File: src/rtl/souper_aud_rx.sv
// Souper audio expansion receiver: synchronises the toggling aud_req_n/aud_com port,
// turns every request toggle into a push of the command byte into an FWFT FIFO.
module souper_aud_rx #(
  parameter int DEPTH_LOG2  = 3,
  parameter int SYNC_STAGES = 2
) (
  input  logic                  clk,
  input  logic                  reset_n,
  input  logic [7:0]            aud_com,
  input  logic                  aud_req_n,
  output logic [7:0]            cmd_data,
  output logic                  cmd_valid,
  input  logic                  cmd_ready,
  output logic [DEPTH_LOG2:0]   fifo_level,
  output logic                  overflow,
  input  logic                  overflow_clr
);

  localparam int DEPTH = 2 ** DEPTH_LOG2;
  localparam int ARM_W = $clog2(SYNC_STAGES + 2);
  localparam logic [ARM_W-1:0]    ARM_LAST   = ARM_W'(SYNC_STAGES);
  localparam logic [DEPTH_LOG2:0] FULL_LEVEL = (DEPTH_LOG2 + 1)'(DEPTH);

  typedef enum logic {ST_ARM, ST_RUN} state_t;

  logic [SYNC_STAGES-1:0] r_req_s;
  logic [7:0]             r_data_s [SYNC_STAGES];
  logic                   r_req_last;
  state_t                 r_state;
  state_t                 w_state_next;
  logic [ARM_W-1:0]       r_arm_cnt;
  logic [7:0]             r_mem [DEPTH];
  logic [DEPTH_LOG2-1:0]  r_wr_ptr;
  logic [DEPTH_LOG2-1:0]  r_rd_ptr;
  logic [DEPTH_LOG2:0]    r_level;
  logic                   r_overflow;

  logic       w_req_sync;
  logic [7:0] w_data_sync;
  logic       w_toggle;
  logic       w_push;
  logic       w_full;
  logic       w_pop;
  logic       w_wr_en;
  logic       w_drop;

  // Data travels through the same depth as the request so both land together.
  always_ff @(posedge clk or negedge reset_n) begin
    if (!reset_n) begin
      r_req_s <= '1;
      for (int i = 0; i < SYNC_STAGES; i++) r_data_s[i] <= '0;
      r_req_last <= 1'b1;
    end else begin
      r_req_s     <= {r_req_s[SYNC_STAGES-2:0], aud_req_n};
      r_data_s[0] <= aud_com;
      for (int i = 1; i < SYNC_STAGES; i++) r_data_s[i] <= r_data_s[i-1];
      r_req_last  <= w_req_sync;
    end
  end

  assign w_req_sync  = r_req_s[SYNC_STAGES-1];
  assign w_data_sync = r_data_s[SYNC_STAGES-1];
  assign w_toggle    = w_req_sync ^ r_req_last;

  always_ff @(posedge clk or negedge reset_n) begin
    if (!reset_n) begin
      r_state   <= ST_ARM;
      r_arm_cnt <= '0;
    end else begin
      r_state <= w_state_next;
      if (r_state == ST_ARM && r_arm_cnt != ARM_LAST) r_arm_cnt <= r_arm_cnt + 1'b1;
    end
  end

  // ARM lets the synchroniser flush so a line held low through reset is not a command.
  always_comb begin
    w_state_next = r_state;
    w_push       = 1'b0;
    case (r_state)
      ST_ARM:  if (r_arm_cnt == ARM_LAST) w_state_next = ST_RUN;
      ST_RUN:  w_push = w_toggle;
      default: w_state_next = ST_ARM;
    endcase
  end

  assign w_full    = (r_level == FULL_LEVEL);
  assign cmd_valid = (r_level != '0);
  assign w_pop     = cmd_valid & cmd_ready;
  // When full, a concurrent pop frees the slot that wr_ptr aliases, so the write is safe.
  assign w_wr_en   = w_push & (~w_full | w_pop);
  assign w_drop    = w_push & w_full & ~w_pop;

  always_ff @(posedge clk) begin
    if (w_wr_en) r_mem[r_wr_ptr] <= w_data_sync;
  end

  always_ff @(posedge clk or negedge reset_n) begin
    if (!reset_n) begin
      r_wr_ptr   <= '0;
      r_rd_ptr   <= '0;
      r_level    <= '0;
      r_overflow <= 1'b0;
    end else begin
      if (w_wr_en) r_wr_ptr <= r_wr_ptr + 1'b1;
      if (w_pop)   r_rd_ptr <= r_rd_ptr + 1'b1;
      case ({w_wr_en, w_pop})
        2'b10:   r_level <= r_level + 1'b1;
        2'b01:   r_level <= r_level - 1'b1;
        default: r_level <= r_level;
      endcase
      if (w_drop)            r_overflow <= 1'b1;
      else if (overflow_clr) r_overflow <= 1'b0;
    end
  end

  assign cmd_data   = cmd_valid ? r_mem[r_rd_ptr] : 8'h00;
  assign fifo_level = r_level;
  assign overflow   = r_overflow;

endmodule
File: config.mk
export PLATFORM = sky130hd
export DESIGN_NAME = souper_aud_rx
export DESIGN_NICKNAME = d
export VERILOG_FILES = /design/src/rtl/souper_aud_rx.sv
export SDC_FILE = /design/constraint.sdc
export NUM_CORES = 1
export LEC_CHECK = 0
export ABC_CLOCK_PERIOD_IN_PS = 4000
export BUFFER_PORTS_ARGS = -buffer_cell sky130_fd_sc_hd__buf_2
export CELL_PAD_IN_SITES_DETAIL_PLACEMENT = 0
export CELL_PAD_IN_SITES_GLOBAL_PLACEMENT = 1
export CORE_ASPECT_RATIO = 1.25
export CORE_UTILIZATION = 40
export CTS_BUF_LIST = sky130_fd_sc_hd__clkbuf_4 sky130_fd_sc_hd__clkbuf_8
export CTS_CLUSTER_SIZE = 25
export DETAILED_ROUTE_END_ITERATION = 10
export PLACE_DENSITY_LB_ADDON = 0.1
export SYNTH_ARGS = -nofsm -noshare
export SYNTH_HDL_FRONTEND = slang
export SYNTH_SLANG_ARGS = --single-unit
export TNS_END_PERCENT = 5
File: constraint.sdc
create_clock -name clk -period 4 [get_ports clk]
set_clock_uncertainty 0.1 [all_clocks]
set_input_delay 0.8 -clock clk [delete_from_list [all_inputs] [get_ports clk]]
set_output_delay 0.8 -clock clk [all_outputs]
set_load 0.02 [all_outputs]
==> results of run 1 <==
-- sequential cells by signal (all words and copies together) (netlist names) --
name / count
r_wr_ptr: 3
r_arm_cnt: 2
overflow: 1
r_state: 1
r_data_s: 8
r_mem: 64
w_data_sync: 8
r_rd_ptr: 3
r_req_s: 2
r_req_last: 1
fifo_level: 4
-- power breakdown --
group          leakage, nW  internal (mW)  switching [mW]
registers            0.963           1.23           0.182
clock network       0.0963          0.262           0.327
logic                0.477          0.407           0.431
-- layer usage --
layer / vias to the layer above / routed length (um) / track usage
met5: - / 0 / 0
met4: 0 / 137 / 0.0703
met3: 9 / 241 / 0.0477
met1: 891 / 2760 / 0.195
met2: 35 / 3290 / 0.251
li1: 796 / - / -
-- worst max-delay path, stage by stage, from the launching register on --
cell	delay (ns)
dfrtp_1	0.60
buf_4	0.35
mux4_2	0.53
mux2i_1	0.16
nor2_1	0.05
buf_2	0.15
-- placed cells by master, fill, tap and decap left out, types with 5 or more instances in the layout --
master and count:
buf_2 26, buf_4 7, clkbuf_8 11, dfrtp_1 30, edfxtp_1 64, mux2i_1 9, mux4_2 16, nor2_1 13
xor2_1 5
-- per-stage QoR --
stage	util	instances
finish	0.475	351
global route	0.475	351
CTS	0.475	351
detailed placement	0.453	335
global placement	0.453	335
floorplan	-	190
-- cell type report --
cell class	count	area, um2
clock inverters	5	36.3
multi-input cells	81	865
well taps	120	150
flip-flops and latches	97	2750
clock buffers	11	151
fillers	789	4600
repair buffers	33	183
inverters	4	15.0
-- worst paths after layout --
| kind | endpoint | slack (ns) |
|---|---|---|
| max | cmd_data[0] | 0.89 |
| min | w_data_sync[5] | 0.25 |
| max reg2reg | r_mem[6][0] | 1.40 |
| min reg2reg | w_data_sync[5] | 0.25 |
| max in group asynchronous | w_data_sync[0] | 2.87 |
| min in group asynchronous | r_data_s[13] | 0.41 |
-- kinds of logic (layout without fill, tap and decap cells) --
| family | count (synthesis) | in the layout | share of synthesized area |
|---|---|---|---|
| mux | 28 | 28 | 0.134 |
| xor+xnor | 9 | 9 | 0.0216 |
| fa+ha+maj | 4 | 4 | 0.0137 |
| simple gates | 30 | 30 | 0.0408 |
| flops | 97 | 97 | 0.754 |
| compound gates | 10 | 10 | 0.0230 |
| buf+inv | 12 | 53 | 0.0134 |
==> flow_summary.yaml, run 1 <==
route:
  ant_nets: 0
  wl_per_cell_um: 18.3
  wl_um: 6430
  viasPerCell: 4.93
  drtIter0Drc: 34
  first_pass_iters: 4
  route.detailed.drc: 0
  vias: 1731
layout:
  drive_above_1_share: 0.325
  fin_nets: 243
  area_growth_syn_to_layout_pct: 13.7
  final_area_um2: 4150
  diodes: 0
sta:
  post-route-period-util: 0.779
  setup_ws_ns: 0.885
  finalHoldViolCount: 0
  setup_viol: 0
  setup-tns-final_ns: 0
  worst_pin_slew_ns: 0.978
  fin_crit_ns: 3.11
  drv_slew: 0
  slew_headroom: 0.345
  max_freq_ghz: 0.321
  hold_ws_ns: 0.255
  rsz0062_at_grt: "no"
die:
  coreArea_um2: 8750
  start_util: 0.417
  die_x_um: 87.4
  ios: 27
  die_h_um: 109
  die-area_um2: 9510
  std_cell_rows: 38
placement:
  dp_hpwl_um: 4100
  post-place-ws_ns: 1.18
  dpl_cell_area_um2: 3960
  gp_congestion: 0.721
  io_buffer_count: 26
worst_setup_path:
  arrival_ns: 2.21
  cp-end-kind: "output pin"
  r2r_cells: 4
  crit_path_start: "r_rd_ptr[0]"
  path_class: "flop to output pin"
  r2r_start: "r_req_s[1]"
  critPathLaunchType: "flop"
  worstPathRequired_ns: 3.10
  cp_max_fo: 12
clocking:
  clk_pin_slew_ns: 0.09
  clockBufferDepth: 2
  clkLatencyLatePin_ns: 0.36
  cts_sinks: 97
  cts.root.buffer_cell: "clkbuf_8"
  postCtsResizedCells: 0
  cts_hold_buf: 0
  tritoncts: "yes"
  cts_buffers: 9
  htreeDepth: 3
  post-cts-setup-buffers: 0
yosys:
  synth_top_cell_by_area: "edfxtp_1"
  synth_ff_type: "edfxtp_1"
  yosysSeqAreaShare: 0.754
  synth_async_sr_flop_share: 0.340
  yosys-top-cells-area: "edfxtp_1, dfrtp_1, mux4_2"
  syn_inst: 190
  synthDominantCellAreaShare: 0.527
  synth_edf_count: 64
  synth.avg_cell_area_um2: 19.2
  synth_most_common_cell: "edfxtp_1"
  syn_nets: 207
  ys_seq_elements: 97
  synth_area_um2: 3650
  ys_types: 34
  synth_common_cells: "edfxtp_1, dfrtp_1, mux4_2"
  ys_warn_count: 0
pwr:
  fin_total_pwr_mw: 2.84
  powerDensity_nw_per_um2: 685
  irDropWorstVdd_v: 0.000260
  p_leak_nw: 1.54
grt:
  grt_pass1_vias: 1813
  grtUsageTotal: 0.156
  grt-ovfl-total: 0
  grt_first_pass_wirelength_um: 10100
  grt_start_max_net_pins: 34
  antenna_found_initial: 0
worst_hold_path:
  min_path_cells: 0
  min-delay-start: "r_data_s[13]"
  holdCritPathClass: "flop to flop"
run_status:
  status: "finished clean"
flow_run:
  maxCapViolCount: 0
(Power assumes the default switching activity.)
==> inputs of run 2 (changes only) <==
- ABC_CLOCK_PERIOD_IN_PS: 4000 -> 3200
- clock period: 4 -> 3.2 ns (I/O delays scaled with it)
==> run 2 against run 1 <==
Sequential share of layout area decreased by 1.5 points; total power up 34%; clock power grew 66%; worst setup slack got worse by 0.54 ns; die area is the same; hold slack worse by 0.0054 ns.
==> flow_summary.yaml, run 2 (synthesized netlist as in run 1, its figures left out) <==
run_status:
  status: "finished clean"
die:
  die-area_um2: 9510
  die_x_um: 87.4
  ios: 27
  die_h_um: 109
  coreArea_um2: 8750
  start_util: 0.417
  std_cell_rows: 38
layout:
  nFillCells: 765
  diodes: 0
  regArea_um2: 2750
  layout_common_cells: "edfxtp_1, dfrtp_1, buf_2"
  layoutNonFillerInstCount: 356
  final_core_utilization: 0.486
  final_common_cell: "edfxtp_1"
  drive_above_1_share: 0.326
  multi_input_area_um2: 850
  area_growth_syn_to_layout_pct: 16.4
  largest_reg_flops: 64
  largest_register: "r_mem"
  fin_nets: 248
sta:
  setup_viol: 0
  finalHoldViolCount: 0
  worst_pin_slew_ns: 0.808
  post-route-period-util: 0.892
  rsz0062_at_grt: "no"
  slew_headroom: 0.461
  setup-tns-final_ns: 0
  max_freq_ghz: 0.351
  fin_crit_ns: 2.85
  drv_slew: 0
clocking:
  cts_buffers: 9
  tritoncts: "yes"
  post-cts-setup-buffers: 0
  cts_hold_buf: 0
  cts.root.buffer_cell: "clkbuf_8"
  postCtsResizedCells: 0
  cts_sinks: 97
  clockBufferDepth: 2
  clk_pin_slew_ns: 0.09
  htreeDepth: 3
  clkLatencyLatePin_ns: 0.36
route:
  wl_um: 6460
  wl_per_cell_um: 18.1
  vias: 1798
  viasPerCell: 5.05
  drtIter0Drc: 49
  ant_nets: 0
  route.detailed.drc: 0
  first_pass_iters: 4
grt:
  grt_start_max_net_pins: 34
  grt_first_pass_wirelength_um: 10200
  grt-ovfl-total: 0
  grtUsageTotal: 0.156
  antenna_found_initial: 0
  grt_pass1_vias: 1980
flow_run:
  maxCapViolCount: 0
pwr:
  powerDensity_nw_per_um2: 900
  p_leak_nw: 1.59
  irDropWorstVdd_v: 0.000376
worst_setup_path:
  cp-end-kind: "output pin"
  cp_slowest_cell: "dfrtp_1"
  cp_max_fo: 8
  worstPathRequired_ns: 2.46
  arrival_ns: 2.11
  crit_path_cell_trace: "buf_4, mux4_2, mux2i_1, nor2_1, buf_2"
  critPathLaunchType: "flop"
  slowest_delay_ns: 0.61
  path_class: "flop to output pin"
placement:
  io_buffer_count: 26
  dp_cells: 340
  dp_hpwl_um: 4140
  gp_congestion: 0.692
worst_hold_path:
  holdCritPathClass: "input port to async pin"
==> run 2: cell count changes in the layout (fill, tap and decap cells not counted), sizes merged <==
| cell | change |
|---|---|
| bufinv | +3 |
| clkinv | -1 |
| clkinvlp | -1 |
| inv | -1 |
| buf | +5 |
==> run 2: worst paths after layout <==
| path | from | cells past startpoint | to | slack [ns] |
|---|---|---|---|---|
| max | r_rd_ptr[0] | 5 | cmd_data[4] | 0.35 |
| min | reset_n | 1 | r_data_s[14] | 0.25 |
| max reg2reg | r_req_s[1] | 5 | r_mem[1][6] | 1.00 |
| min reg2reg | r_data_s[13] | 0 | w_data_sync[5] | 0.25 |
| max in group asynchronous | reset_n | 1 | overflow | 2.27 |
| min in group clk | r_data_s[13] | 0 | w_data_sync[5] | 0.25 |
==> run 2: layout make-up <==
cell class | count | share of cell area
clock inverter | 5 | 0.0259
sequential | 97 | 0.648
multi-input combinational | 81 | 0.200
tap | 120 | 0.0353
inverter | 4 | 0.00353
clock buffer | 11 | 0.0356
timing repair buffer | 38 | 0.0518
==> run 2: per-layer routing <==
| layer | part of all wire | track usage |
|---|---|---|
| met1 | 0.39 | 0.168 |
| met2 | 0.55 | 0.275 |
| met5 | 0 | 0 |
| met4 | 0.036 | 0.104 |
| met3 | 0.029 | 0.0326 |
==> run 2: critical path: cells and delay by family (launching register included) <==
family	cells	cell delay (ns)
buffers and inverters	2	0.43
and+or+nand+nor	1	0.05
muxes	2	0.67
DFF	1	0.61
==> run 2: through the flow <==
stage               total power [mW]  setup WS (ns)  instance area, um2  hold WS (ns)
finish                          3.82          0.347                4250         0.249
global route                    4.03          0.170                4250         0.244
CTS                             3.88          0.288                4250         0.255
detailed placement              2.90          0.694                3990         0.236
global placement                2.85          0.746                3990         0.232
floorplan                       2.51          0.622                3650         0.231
==> run 2: report_power, final <==
group	switching, mW	internal, mW	leakage, nW
logic	0.548	0.527	0.499
registers	0.227	1.54	0.963
clock network	0.412	0.568	0.132
total	1.19	2.64	1.59
